--- config.mk ---
export PLATFORM = sky130hd
export DESIGN_NAME = subleq_sequencer
export DESIGN_NICKNAME = d
export VERILOG_FILES = /design/src/rtl/subleq_sequencer.sv
export SDC_FILE = /design/constraint.sdc
export NUM_CORES = 1
export LEC_CHECK = 0
export ABC_AREA = 1
export CORE_MARGIN = 2
export CORE_UTILIZATION = 45
export CTS_CLUSTER_SIZE = 14
export DETAILED_ROUTE_END_ITERATION = 8
export PLACE_DENSITY = 0.7
export SYNTH_ARGS = -nofsm -noshare
export SYNTH_HDL_FRONTEND = slang
export SYNTH_SLANG_ARGS = --single-unit
export TNS_END_PERCENT = 5
--- constraint.sdc ---
create_clock -name CLK -period 2.38 [get_ports CLK]
set_input_delay 0.476 -clock CLK [delete_from_list [all_inputs] [get_ports CLK]]
set_output_delay 0.476 -clock CLK [all_outputs]
set_load 0.01 [all_outputs]
--- src/rtl/subleq_sequencer.sv ---
// subleq_sequencer: fetch/execute control for the SUBLEQ core.
// Owns the PC and drives it to pc_incrementer. Each instruction runs in 10 cycles:
// fetch A, B and C, read mem[A] and mem[B], then write mem[B]-mem[A] back to mem[B].
// The core branches to C when the result is <= 0.
// AW must equal DW, because the operands are addresses.
//
// Ports:
//   CLK      in   clock, rising edge
//   RST_N    in   synchronous reset, active low
//   RUN      in   start request, sampled only in IDLE
//   PC       out  PC register, goes to pc_incrementer.PC
//   INC_EN   out  pc_incrementer enable; PC_INC is valid the following cycle
//   PC_INC   in   pc_incrementer.PCout (PC+1)
//   MEM_ADDR out  memory address; read data returns the next cycle
//   MEM_DIN  in   memory read data
//   MEM_DOUT out  memory write data
//   MEM_WE   out  memory write strobe
//   HALT     out  high once a taken branch targets HALT_ADDR
//   RETIRED  out  retired-instruction count, saturating at 16'hFFFF
//                 (present only when SUBLEQ_RETIRE_CNT_EN is defined)
module subleq_sequencer #(
  parameter int unsigned   AW        = 8,
  parameter int unsigned   DW        = 8,
  parameter logic [AW-1:0] HALT_ADDR = '1
) (
  input  logic          CLK,
  input  logic          RST_N,
  input  logic          RUN,
  output logic [AW-1:0] PC,
  output logic          INC_EN,
  input  logic [AW-1:0] PC_INC,
  output logic [AW-1:0] MEM_ADDR,
  input  logic [DW-1:0] MEM_DIN,
  output logic [DW-1:0] MEM_DOUT,
  output logic          MEM_WE,
  output logic          HALT
`ifdef SUBLEQ_RETIRE_CNT_EN
  ,
  output logic [15:0]   RETIRED
`endif
);

  localparam int unsigned RCW = 16;

  typedef enum logic [3:0] {
    S_IDLE, S_FA, S_LA, S_FB, S_LB, S_FC, S_LC,
    S_RA, S_RB, S_EX, S_WB, S_HALTED
  } state_t;

  state_t        state_q;
  logic [AW-1:0] pc_q, a_q, b_q, c_q;
  logic [DW-1:0] ma_q, r_q;
  logic          halt_q;
  logic          wb_taken;

  // Branch when the result is negative or zero.
  assign wb_taken = r_q[DW-1] || (r_q == '0);

  // State, operand and datapath registers.
  always_ff @(posedge CLK) begin
    if (!RST_N) begin
      state_q <= S_IDLE;
      pc_q    <= '0;
      a_q     <= '0;
      b_q     <= '0;
      c_q     <= '0;
      ma_q    <= '0;
      r_q     <= '0;
      halt_q  <= 1'b0;
    end else begin
      case (state_q)
        S_IDLE: if (RUN) state_q <= S_FA;
        S_FA:   state_q <= S_LA;
        S_LA: begin
          a_q     <= AW'(MEM_DIN);
          pc_q    <= PC_INC;
          state_q <= S_FB;
        end
        S_FB:   state_q <= S_LB;
        S_LB: begin
          b_q     <= AW'(MEM_DIN);
          pc_q    <= PC_INC;
          state_q <= S_FC;
        end
        S_FC:   state_q <= S_LC;
        S_LC: begin
          c_q     <= AW'(MEM_DIN);
          pc_q    <= PC_INC;
          state_q <= S_RA;
        end
        S_RA:   state_q <= S_RB;
        S_RB: begin
          ma_q    <= MEM_DIN;
          state_q <= S_EX;
        end
        S_EX: begin
          r_q     <= DW'(MEM_DIN - ma_q);
          state_q <= S_WB;
        end
        S_WB: begin
          state_q <= S_FA;
          if (wb_taken) begin
            pc_q <= c_q;
            if (c_q == HALT_ADDR) begin
              state_q <= S_HALTED;
              halt_q  <= 1'b1;
            end
          end
        end
        S_HALTED: state_q <= S_HALTED;
        default:  state_q <= S_IDLE;
      endcase
    end
  end

  // Memory and incrementer controls are decoded from the state.
  // Strobes are gated by RST_N so that a reset cycle never writes or increments.
  always_comb begin
    MEM_ADDR = '0;
    case (state_q)
      S_FA, S_FB, S_FC: MEM_ADDR = pc_q;
      S_RA:             MEM_ADDR = a_q;
      S_RB, S_WB:       MEM_ADDR = b_q;
      default:          MEM_ADDR = '0;
    endcase
  end

  assign INC_EN   = RST_N && ((state_q == S_FA) || (state_q == S_FB) || (state_q == S_FC));
  assign MEM_WE   = RST_N && (state_q == S_WB);
  assign MEM_DOUT = r_q;
  assign PC       = pc_q;
  assign HALT     = halt_q;

`ifdef SUBLEQ_RETIRE_CNT_EN
  logic [RCW-1:0] ret_q;

  // Count every write-back, including the halting one, and saturate at the maximum.
  always_ff @(posedge CLK) begin
    if (!RST_N) begin
      ret_q <= '0;
    end else if ((state_q == S_WB) && (ret_q != '1)) begin
      ret_q <= ret_q + RCW'(1);
    end
  end

  assign RETIRED = ret_q;
`endif

endmodule

==> impl_results.md, run 1 <==
- Run status: finished, final reports clean
- Design area: 3362 um2
- Synth top area share: 39.50%
- Pwr per Cell Area: 543.1 nW/um2
- Crit start category: flip-flop
- Residual DRC: 0
- Maximum VDD drop: 0.0003335 V
- IO Count: 46
- Count leader, synth: nand2_1
- Dpl ws: 11.83 ps
- Wirelength, routed: 6497 um
- DRT antenna net count: 0
- Root Driver: clkbuf_8
- Htree depth: 2
- Gr usage total: 21.09%
- Vias in the first global route: 2322
- CTS Sinks: 53
- Initial Utilization: 45.92%
- Yosys cell types: 29
- RSZ-0062 raised after global routing: false
- Core area: 5851 um2
- Flop pwr share: 52.8%
- Die width: 81.27 um
- Layout cells sized above 1: 9.396%
- Gate power share: 18.9%
- LEAKAGE: 0.001568 uW
- Async S/R FF share, synth: 0%
- Setup WS post-layout: 107.5 ps
- First-pass GRT wire length: 10760 um
- Hold crit path type: flip-flop to flip-flop
- Main area contributors after synthesis: dfxtp_1, nand2_1, nor2_1
- Inserted Clock Buffers: 5
- Clock power frac: 28.2%
- Slew @ Worst Pin: 725.6 ps
- Die H: 81.27 um
- Met1 usage: 27.89%
- M2 GR Usage: 35.82%
- Switching share of power: 29.14%
- Detailed Routing Iterations Pass 1: 4
- Post-DP HPWL: 4911 um
- Crit path time final: 2272 ps
- CTS Buffer Depth: 2
- Yosys reg bits: 53
- Cells after Synth: 391
- Sw Pwr: 532.0 uW
- Drt wl/cell: 12.45 um
- Worst Clk Skew: 13.65 ps
- Final #Nets: 473
- FP Rows: 28
- Cell area after synthesis: 2686 um2
- Syn Area/Cell: 6.870 um2
- Worst Path Required: 1900 ps
- Worst-path clk slew: 90 ps
- Hold Vio Cnt, Final: 0
- Pins Over Slew Limit: 0
- Area occupied by multi-input gates: 1370 um2
- Final setup viols: 0
- Number of port buffers: 45
- Worst Setup End Kind: primary output
- Crit path max fanout: 10
- Register Area: 1062 um2
- Power Total: 1826 uW
- Period utilisation layout: 95.48%
- Total number of vias: 2594
- Rel. slew slack: 51.49%
- Vias/cell: 4.969
- Initial antenna violation count: 0
- DRT iter0 DRCs: 178
- Layout area overhead: 25.15%
- Post-layout util: 57.46%
- Met3 Resource Use GR: 3.556%
- Max Cap Violations: 0
- Largest net degree at the start of global routing: 47
- Yosys warnings: 0
- Placed Area: 3259 um2
- Max Freq: 440.0 MHz
- CP Class: flip-flop to primary output
- Synth top cells by count: nand2_1, nor2_1, dfxtp_1
- CP arrival: 1800 ps
- Die area: 6604 um2
- Worst-Skew Late Latency: 320 ps
- Syn_nets: 418
- Filler Cell Count: 580
- Ant. Diodes: 0
- Seq/Total Area, Yosys: 39.50%
- RePlAce Congestion: 0.8930
- Gr ovfl total: 0
- Internal power: 1294 uW
- Global routing's busiest layer: met2
- Dominant synthesized flop cell: dfxtp_1
- Post-synth EDFFs: 0
- Largest area contributor in the netlist: dfxtp_1
- CTS tree: built
==> repair_timing <==
item	CTS	global route
hold buffers	0	0
buffers inserted	0	2
endpoints found under the setup margin	9	2
pin swaps	0	1
endpoints found under the hold margin	0	0
resized for setup	10	5
==> cells by family after synthesis <==
| family | share of synthesized area (%) |
|---|---|
| AOI/OAI and AO/OA | 16.86 |
| buffers and inverters | 9.827 |
| adders and majority gates | 4.005 |
| and+or+nand+nor | 28.51 |
| DFF | 39.50 |
| xor gates and xnor gates | 1.304 |
==> metrics by stage <==
step                      hold slack [ps]  std cells  setup TNS, ps
final                               461.1        522              0
after CTS                           464.5        520         -25.57
after detailed placement            450.4        512              0
after global placement              434.2        512              0
after global routing                484.6        522              0
after floorplan                     433.3        391              0
==> layer usage <==
metal,routed length (um),vias up
met4,64,0
met1,3090,1198
li1,-,1350
met2,3094,40
met3,248,6
met5,0,-
==> sequential cells by signal, indices dropped and copies added (netlist names) <==
| name | flops |
|---|---|
| HALT | 1 |
| state_q | 4 |
| c_q | 8 |
| a_q | 8 |
| ma_q | 8 |
| MEM_DOUT | 8 |
| PC | 8 |
| b_q | 8 |
==> power by group through the flow <==
stage	sequential [uW]	clock [uW]	combinational (uW)
finish	965	515	346
floorplan	989	0	191
global route	971	559	390
global placement	982	0	343
CTS	963	520	345
detailed placement	983	0	348
==> placed cells by master (no fill, tap or decap), types with 2 or more instances in the layout <==
cell type,instances
clkdlybuf4s50_1,37
nor3_1,2
o211ai_1,8
nand3_2,2
nand2_4,2
dfxtp_1,52
nor2_2,2
xor2_1,4
ha_1,7
nand3_1,16
dlygate4sd2_1,7
a21oi_1,33
nand2_1,82
nor2_4,2
inv_2,6
buf_4,14
o21ai_0,33
clkbuf_8,5
nand2_2,2
inv_1,48
clkinv_2,2
nor2_1,65
o21ai_1,6
==> critical path: stages, from the launching register on <==
cell and delay, ps:
dfxtp_2 390, buf_4 160, nand2_4 80, nor2_8 130, inv_2 90, nor2_1 90, clkdlybuf4s50_1 550
==> worst paths after layout <==
check,startpoint,end,slack (ps),cells after the start
setup / recovery,state_q[1],MEM_WE,110,6
setup reg to reg,state_q[2],MEM_DOUT[5],840,9
hold / removal,ma_q[2],ma_q[2],460,2
hold reg to reg,ma_q[2],ma_q[2],460,2
==> final cells by class <==
class | count | area share (%)
clock buffers | 5 | 2.047
flip-flops and latches | 53 | 31.60
inverters | 54 | 6.029
repair buffers | 59 | 16.26
well taps | 75 | 2.791
clock inverters | 3 | 0.5210
multi-input cells | 273 | 40.75
Power figures use the tool's default switching activity.
==> run 2: changes to the inputs <==
--- a/config.mk
+++ b/config.mk
@@ -7,10 +7,10 @@
 export LEC_CHECK = 0
 export ABC_AREA = 1
 export CORE_MARGIN = 2
-export CORE_UTILIZATION = 45
+export CORE_UTILIZATION = 57
 export CTS_CLUSTER_SIZE = 14
 export DETAILED_ROUTE_END_ITERATION = 8
-export PLACE_DENSITY = 0.7
+export PLACE_DENSITY = 0.85
 export SYNTH_ARGS = -nofsm -noshare
 export SYNTH_HDL_FRONTEND = slang
 export SYNTH_SLANG_ARGS = --single-unit
==> run 2 against run 1 <==
Against the previous run: combinational power about the same; first-iteration DRC count fell by 6.7%; non-clock buffer count shrank 1; sequential cell count unchanged; worst setup slack worse by 38 ps; sequential share of layout area is 0.14 points higher; hold slack worse by 7.0 ps; largest power group unchanged.
==> impl_results.md, run 2 (synthesis results as in run 1) <==
- Worst reg2reg path startpoint: state_q[3]
- Worst Clk Skew: 5.261 ps (-8.387 ps)
- CP Class: flip-flop to primary output
- Worst-path clk slew: 100 ps (about the same)
- Worst Path Required: 1900 ps (about the same)
- CTS tree: built
- Critical Path Source: state_q[1]
- Residual DRC: 0 (unchanged)
- CTS Sinks: 53 (unchanged)
- DRT antenna net count: 0 (unchanged)
- Core area: 4444 um2 (-24%)
- Worst-Skew Late Latency: 310 ps (about the same)
- Htree depth: 2 (unchanged)
- Final #Nets: 472 (-0.21%)
- Gr ovfl total: 0 (unchanged)
- Slew @ Worst Pin: 710.9 ps (-14.67 ps)
- Hold Vio Cnt, Final: 0 (unchanged)
- CTS Buffer Depth: 2 (unchanged)
- Hold_sp: HALT
- Die H: 72.65 um (-11%)
- Layout area overhead: 24.73%
- Layout cells sized above 1: 9.417% (+0.021 points)
- Die area: 5278 um2 (-20%)
- Gr usage total: 26.54% (+5.5 points)
- Final setup viols: 0 (unchanged)
- Total number of vias: 2666 (+2.8%)
- Register Area: 1064 um2 (+0.12%)
- Cell Chain, Critical Path: buf_4 > nand2_4 > nor2_8 > inv_2 > nor2_1 > clkdlybuf4s50_1
- Vias/cell: 5.353 (+7.7%)
- Max Freq: 432.8 MHz (-1.6%)
- Met3 Resource Use GR: 4.696% (+1.1 points)
- RePlAce Congestion: 0.9334 (+4.5%)
- Run status: finished, final reports clean
- RSZ-0062 raised after global routing: true
- Commonest non-fill, non-tap cells in the layout: nand2_1, nor2_1, dfxtp_1
- CP max stage delay: 540 ps (about the same)
- Cts-stage hold buffer count: 0 (unchanged)
- Most common cell after layout, fill and taps aside: nand2_1
- Max Cap Violations: 0 (unchanged)
- First-pass GRT wire length: 11150 um (+3.7%)
- Filler Cell Count: 351 (-39%)
- Drt wl/cell: 13.19 um (+6.0%)
- M2 GR Usage: 43.33% (+7.5 points)
- Hold crit path type: flip-flop to flip-flop
- IO Count: 46 (unchanged)
- Global routing's busiest layer: met2
- Largest net degree at the start of global routing: 47 (unchanged)
- Post-DP HPWL: 4821 um (-1.8%)
- Die width: 72.65 um (-11%)
- Crit path max fanout: 10 (unchanged)
- Initial antenna violation count: 0 (unchanged)
- CP arrival: 1830 ps (+30 ps)
- FP Rows: 24 (-14%)
- Crit path time final: 2310 ps (+37.83 ps)
- Rel. slew slack: 52.47% (+0.98 points)
- CP max stage cell: clkdlybuf4s50_1
- Dpl ws: 35.99 ps (+24.16 ps)
- Met1 usage: 35.19% (+7.3 points)
- Setup WS post-layout: 69.68 ps (-37.83 ps)
- LEAKAGE: 0.001581 uW (+0.79%)
- Maximum VDD drop: 0.0004156 V (+25%)
- Power Total: 1963 uW (+7.5%)
- Root Driver: clkbuf_8
- Pwr per Cell Area: 585.8 nW/um2 (+7.9%)
- Area occupied by multi-input gates: 1361 um2 (-0.64%)
- Wirelength, routed: 6571 um (+1.1%)
- Vias in the first global route: 2493 (+7.4%)
- Crit start category: flip-flop
- Detailed Routing Iterations Pass 1: 4 (unchanged)
- Inserted Clock Buffers: 5 (unchanged)
- Worst Setup End Kind: primary output
- DRT iter0 DRCs: 166 (-6.7%)
- Number of port buffers: 45 (unchanged)
- Initial Utilization: 60.44% (+15 points)
- Pins Over Slew Limit: 0 (unchanged)
- Period utilisation layout: 97.07% (+1.6 points)
- Ant. Diodes: 0 (unchanged)
run 2: critical path: cells and delay by family, from the launching register on:
kind	cells	cell delay [ps]
DFF	1	360
and+or+nand+nor	3	360
buffers and inverters	3	810
run 2: final timing paths:
check / to / depth (start not counted) / slack (ps)
max: MEM_WE / 6 / 70
min reg2reg: HALT / 2 / 450
min: HALT / 2 / 450
max reg2reg: c_q[7] / 7 / 820
run 2: where the power goes:
part	leakage (uW)	switching [uW]	internal [uW]
Combinational	0.00109	196	152
Sequential	0.000431	27.5	935
Clock	0.0000574	310	342
Total	0.00158	533	1430
run 2: cell type report:
cell class	count	share of cell area (%)
multi-input combinational	273	40.63
sequential	53	31.74
timing repair buffer	58	16.06
inverter	54	6.049
clock buffer	6	2.465
tap	52	1.942
clock inverter	2	1.120
run 2: timing repair:
item / 4_1_cts / 5_1_grt
gates cloned: 0 / 0
pin swaps: 0 / 1
buffers inserted: 0 / 2
endpoints found under the setup margin: 9 / 2
resized for setup: 11 / 3
run 2: per-layer routing:
layer	part of all wire [%]	vias to the layer above
met3	6.6	19
met1	43	1204
met2	47	95
met4	2.6	0
met5	0	-
li1	-	1348
run 2: metrics by stage:
step           std cells  area, um2  util, %  hold slack, ps  setup TNS (ps)
2_1_floorplan        391       2686        -           433.3               0
3_3_place_gp         488       3223    72.52           436.3               0
3_5_place_dp         488       3223    72.52           444.1               0
4_1_cts              496       3334    75.03           458.5          -18.03
5_1_grt              498       3351    75.39           487.6          -15.82
6_report             498       3351    75.39           454.1               0
==> run 3: changes to the inputs <==
--- a/config.mk
+++ b/config.mk
@@ -6,11 +6,9 @@
 export NUM_CORES = 1
 export LEC_CHECK = 0
 export ABC_AREA = 1
-export CORE_MARGIN = 2
-export CORE_UTILIZATION = 57
+export CORE_UTILIZATION = 25
 export CTS_CLUSTER_SIZE = 14
 export DETAILED_ROUTE_END_ITERATION = 8
-export PLACE_DENSITY = 0.85
 export SYNTH_ARGS = -nofsm -noshare
 export SYNTH_HDL_FRONTEND = slang
 export SYNTH_SLANG_ARGS = --single-unit
==> run 3 against run 2 <==
Against the previous run: power fell by 4.6%; die area increased by 110%; final area is 3.6% higher; sequential cell count unchanged; final cell count increased by 17%; clock skew rose by 8.6 ps; core utilization shrank 42 points; hold slack better by 6.3 ps; clock-buffer cell count decreased by 1; critical endpoint is now MEM_ADDR[1]; largest cell class unchanged.
==> impl_results.md, run 3 (synthesis results as in run 1) <==
- Worst Clk Skew: 13.86 ps (+8.601 ps)
- Max Cap Violations: 0 (unchanged)
- Residual DRC: 0 (unchanged)
- Most common cell after layout, fill and taps aside: nand2_1
- Gr ovfl total: 0 (unchanged)
- Initial Utilization: 25.90% (-35 points)
- Reg2reg path depth: 7 (unchanged)
- Worst-Skew Late Latency: 310 ps (about the same)
- Commonest non-fill, non-tap cells in the layout: nand2_1, nor2_1, dfxtp_1
- Hold Vio Cnt, Final: 0 (unchanged)
- Crit path time final: 2141 ps (-169.0 ps)
- Pins Over Slew Limit: 0 (unchanged)
- Crit start category: flip-flop
- Layout area overhead: 29.25%
- FP Rows: 37 (+54%)
- Crit path max fanout: 5 (-5)
- Drt wl/cell: 12.12 um (-8.1%)
- Worst-path clk slew: 100 ps (about the same)
- Run status: finished, final reports clean
- CTS Buffer Depth: 2 (unchanged)
- Core area: 10370 um2 (+130%)
- Worst Setup End Kind: primary output
- Post-DP HPWL: 5369 um (+11%)
- Post-CTS setup buffers: 0 (unchanged)
- Power Total: 1872 uW (-4.6%)
- Slew @ Worst Pin: 711.6 ps (+0.7291 ps)
- Die H: 105.7 um (+45%)
- CP arrival: 1670 ps (-160 ps)
- Final setup viols: 0 (unchanged)
- Vias/cell: 4.438 (-17%)
- Final #Nets: 472 (unchanged)
- Number of port buffers: 45 (unchanged)
- R2r setup slk: 840 ps (+20 ps)
- WHS Endpoint: ma_q[4]
- Design area: 3472 um2 (+3.6%)
- RePlAce Congestion: 0.7642 (-18%)
- Initial antenna violation count: 0 (unchanged)
- Vias in the first global route: 2353 (-5.6%)
- Worst Hold Depth: 2 (unchanged)
- Detailed Routing Iterations Pass 1: 4 (unchanged)
- Post-route setup TNS: 0 ps (unchanged)
- Hold_sp: ma_q[4]
- Gr usage total: 12.74% (-14 points)
- Layout cells sized above 1: 10.09% (+0.67 points)
- Largest net degree at the start of global routing: 47 (unchanged)
- DRT antenna net count: 0 (unchanged)
- Wirelength, routed: 7055 um (+7.4%)
- CTS Sinks: 53 (unchanged)
- Reg-to-Reg End: b_q[1]
- Htree depth: 2 (unchanged)
- CTS tree: built
- Filler Cell Count: 1141 (+230%)
- Period utilisation layout: 89.97% (-7.1 points)
- Placed Area: 3336 um2 (+3.5%)
- Hold crit path type: flip-flop to flip-flop
- Max Freq: 467.0 MHz (+7.9%)
- Die width: 105.7 um (+45%)
- Worst Path Required: 1900 ps (about the same)
- Inserted Clock Buffers: 5 (unchanged)
- First-pass GRT wire length: 11510 um (+3.2%)
- Area occupied by multi-input gates: 1391 um2 (+2.2%)
- Die area: 11160 um2 (+110%)
- Worst reg2reg path startpoint: state_q[3]
- Rel. slew slack: 52.42% (about the same)
- Total number of vias: 2583 (-3.1%)
- Pwr per Cell Area: 539.1 nW/um2 (-8.0%)
- RSZ-0062 raised after global routing: false
- LEAKAGE: 0.001630 uW (+3.1%)
- Maximum VDD drop: 0.0002414 V (-42%)
- DRT iter0 DRCs: 120 (-28%)
- Register Area: 1064 um2 (unchanged)
- Ant. Diodes: 0 (unchanged)
- CP Class: flip-flop to primary output
- Root Driver: clkbuf_8
- IO Count: 46 (unchanged)
run 3: cell count changes in the layout (fill, tap and decap cells not counted), moves of 2 or more:
cell,change
dlygate4sd2_1,-2
clkdlybuf4s50_1,-2
dlymetal6s2s_1,+4
nand2_1,-2
nand2_2,+2
nor2_4,+2
run 3: timing repair:
action                                  CTS  global route
resized for setup                        18             5
gates cloned                              1             0
endpoints found under the setup margin   10             4
pin swaps                                 2             1
hold buffers                              0             0
run 3: power breakdown:
part / total [uW] / switching (uW) / internal (uW)
clock: 553 / 332 / 221
combinational: 355 / 199 / 156
sequential: 964 / 28.9 / 936
run 3: worst max-delay path, cell delays in order (launching register included):
cell and delay (ps):
dfxtp_1 370, inv_2 140, nand2_2 130, nor2_4 230, nand2_1 70, o211ai_1 110
dlygate4sd2_1 300
run 3: metal layers:
layer / vias to the layer above / share of wire [%] / global-route usage [%]
met1: 1196 / 47 / 16.48
li1: 1347 / - / -
met5: - / 0 / 0
met3: 7 / 2.8 / 2.536
met4: 0 / 0.84 / 2.381
met2: 33 / 49 / 21.94
run 3: worst max path at each step:
stage,end,cells after the start,from,slack [ps]
floorplan,MEM_DOUT[4],9,MEM_DIN[0],750
global placement,INC_EN,4,RST_N,-30
detailed placement,INC_EN,4,RST_N,-20
CTS,MEM_WE,7,state_q[2],-40
global route,MEM_ADDR[5],6,state_q[3],150
finish,MEM_ADDR[1],6,state_q[3],240
run 3: layout make-up:
type	instances	share of cell area [%]
Tap cell	136	4.901
Inverter	54	5.946
Clock inverter	3	0.8288
Timing Repair Buffer	57	15.64
Sequential cell	53	30.63
Multi-Input combinational cell	274	40.07
Clock buffer	5	1.982
run 3: per-stage QoR:
step                setup slack [ps]  hold WS [ps]  util [%]  std cells
finish                         238.7         460.4     33.48        582
floorplan                      745.0         433.3         -        391
detailed placement            -24.43         446.5     32.17        573
global placement              -26.15         444.2     32.17        573
global route                   150.8         473.2     33.48        582
CTS                           -41.59         462.5     33.36        582
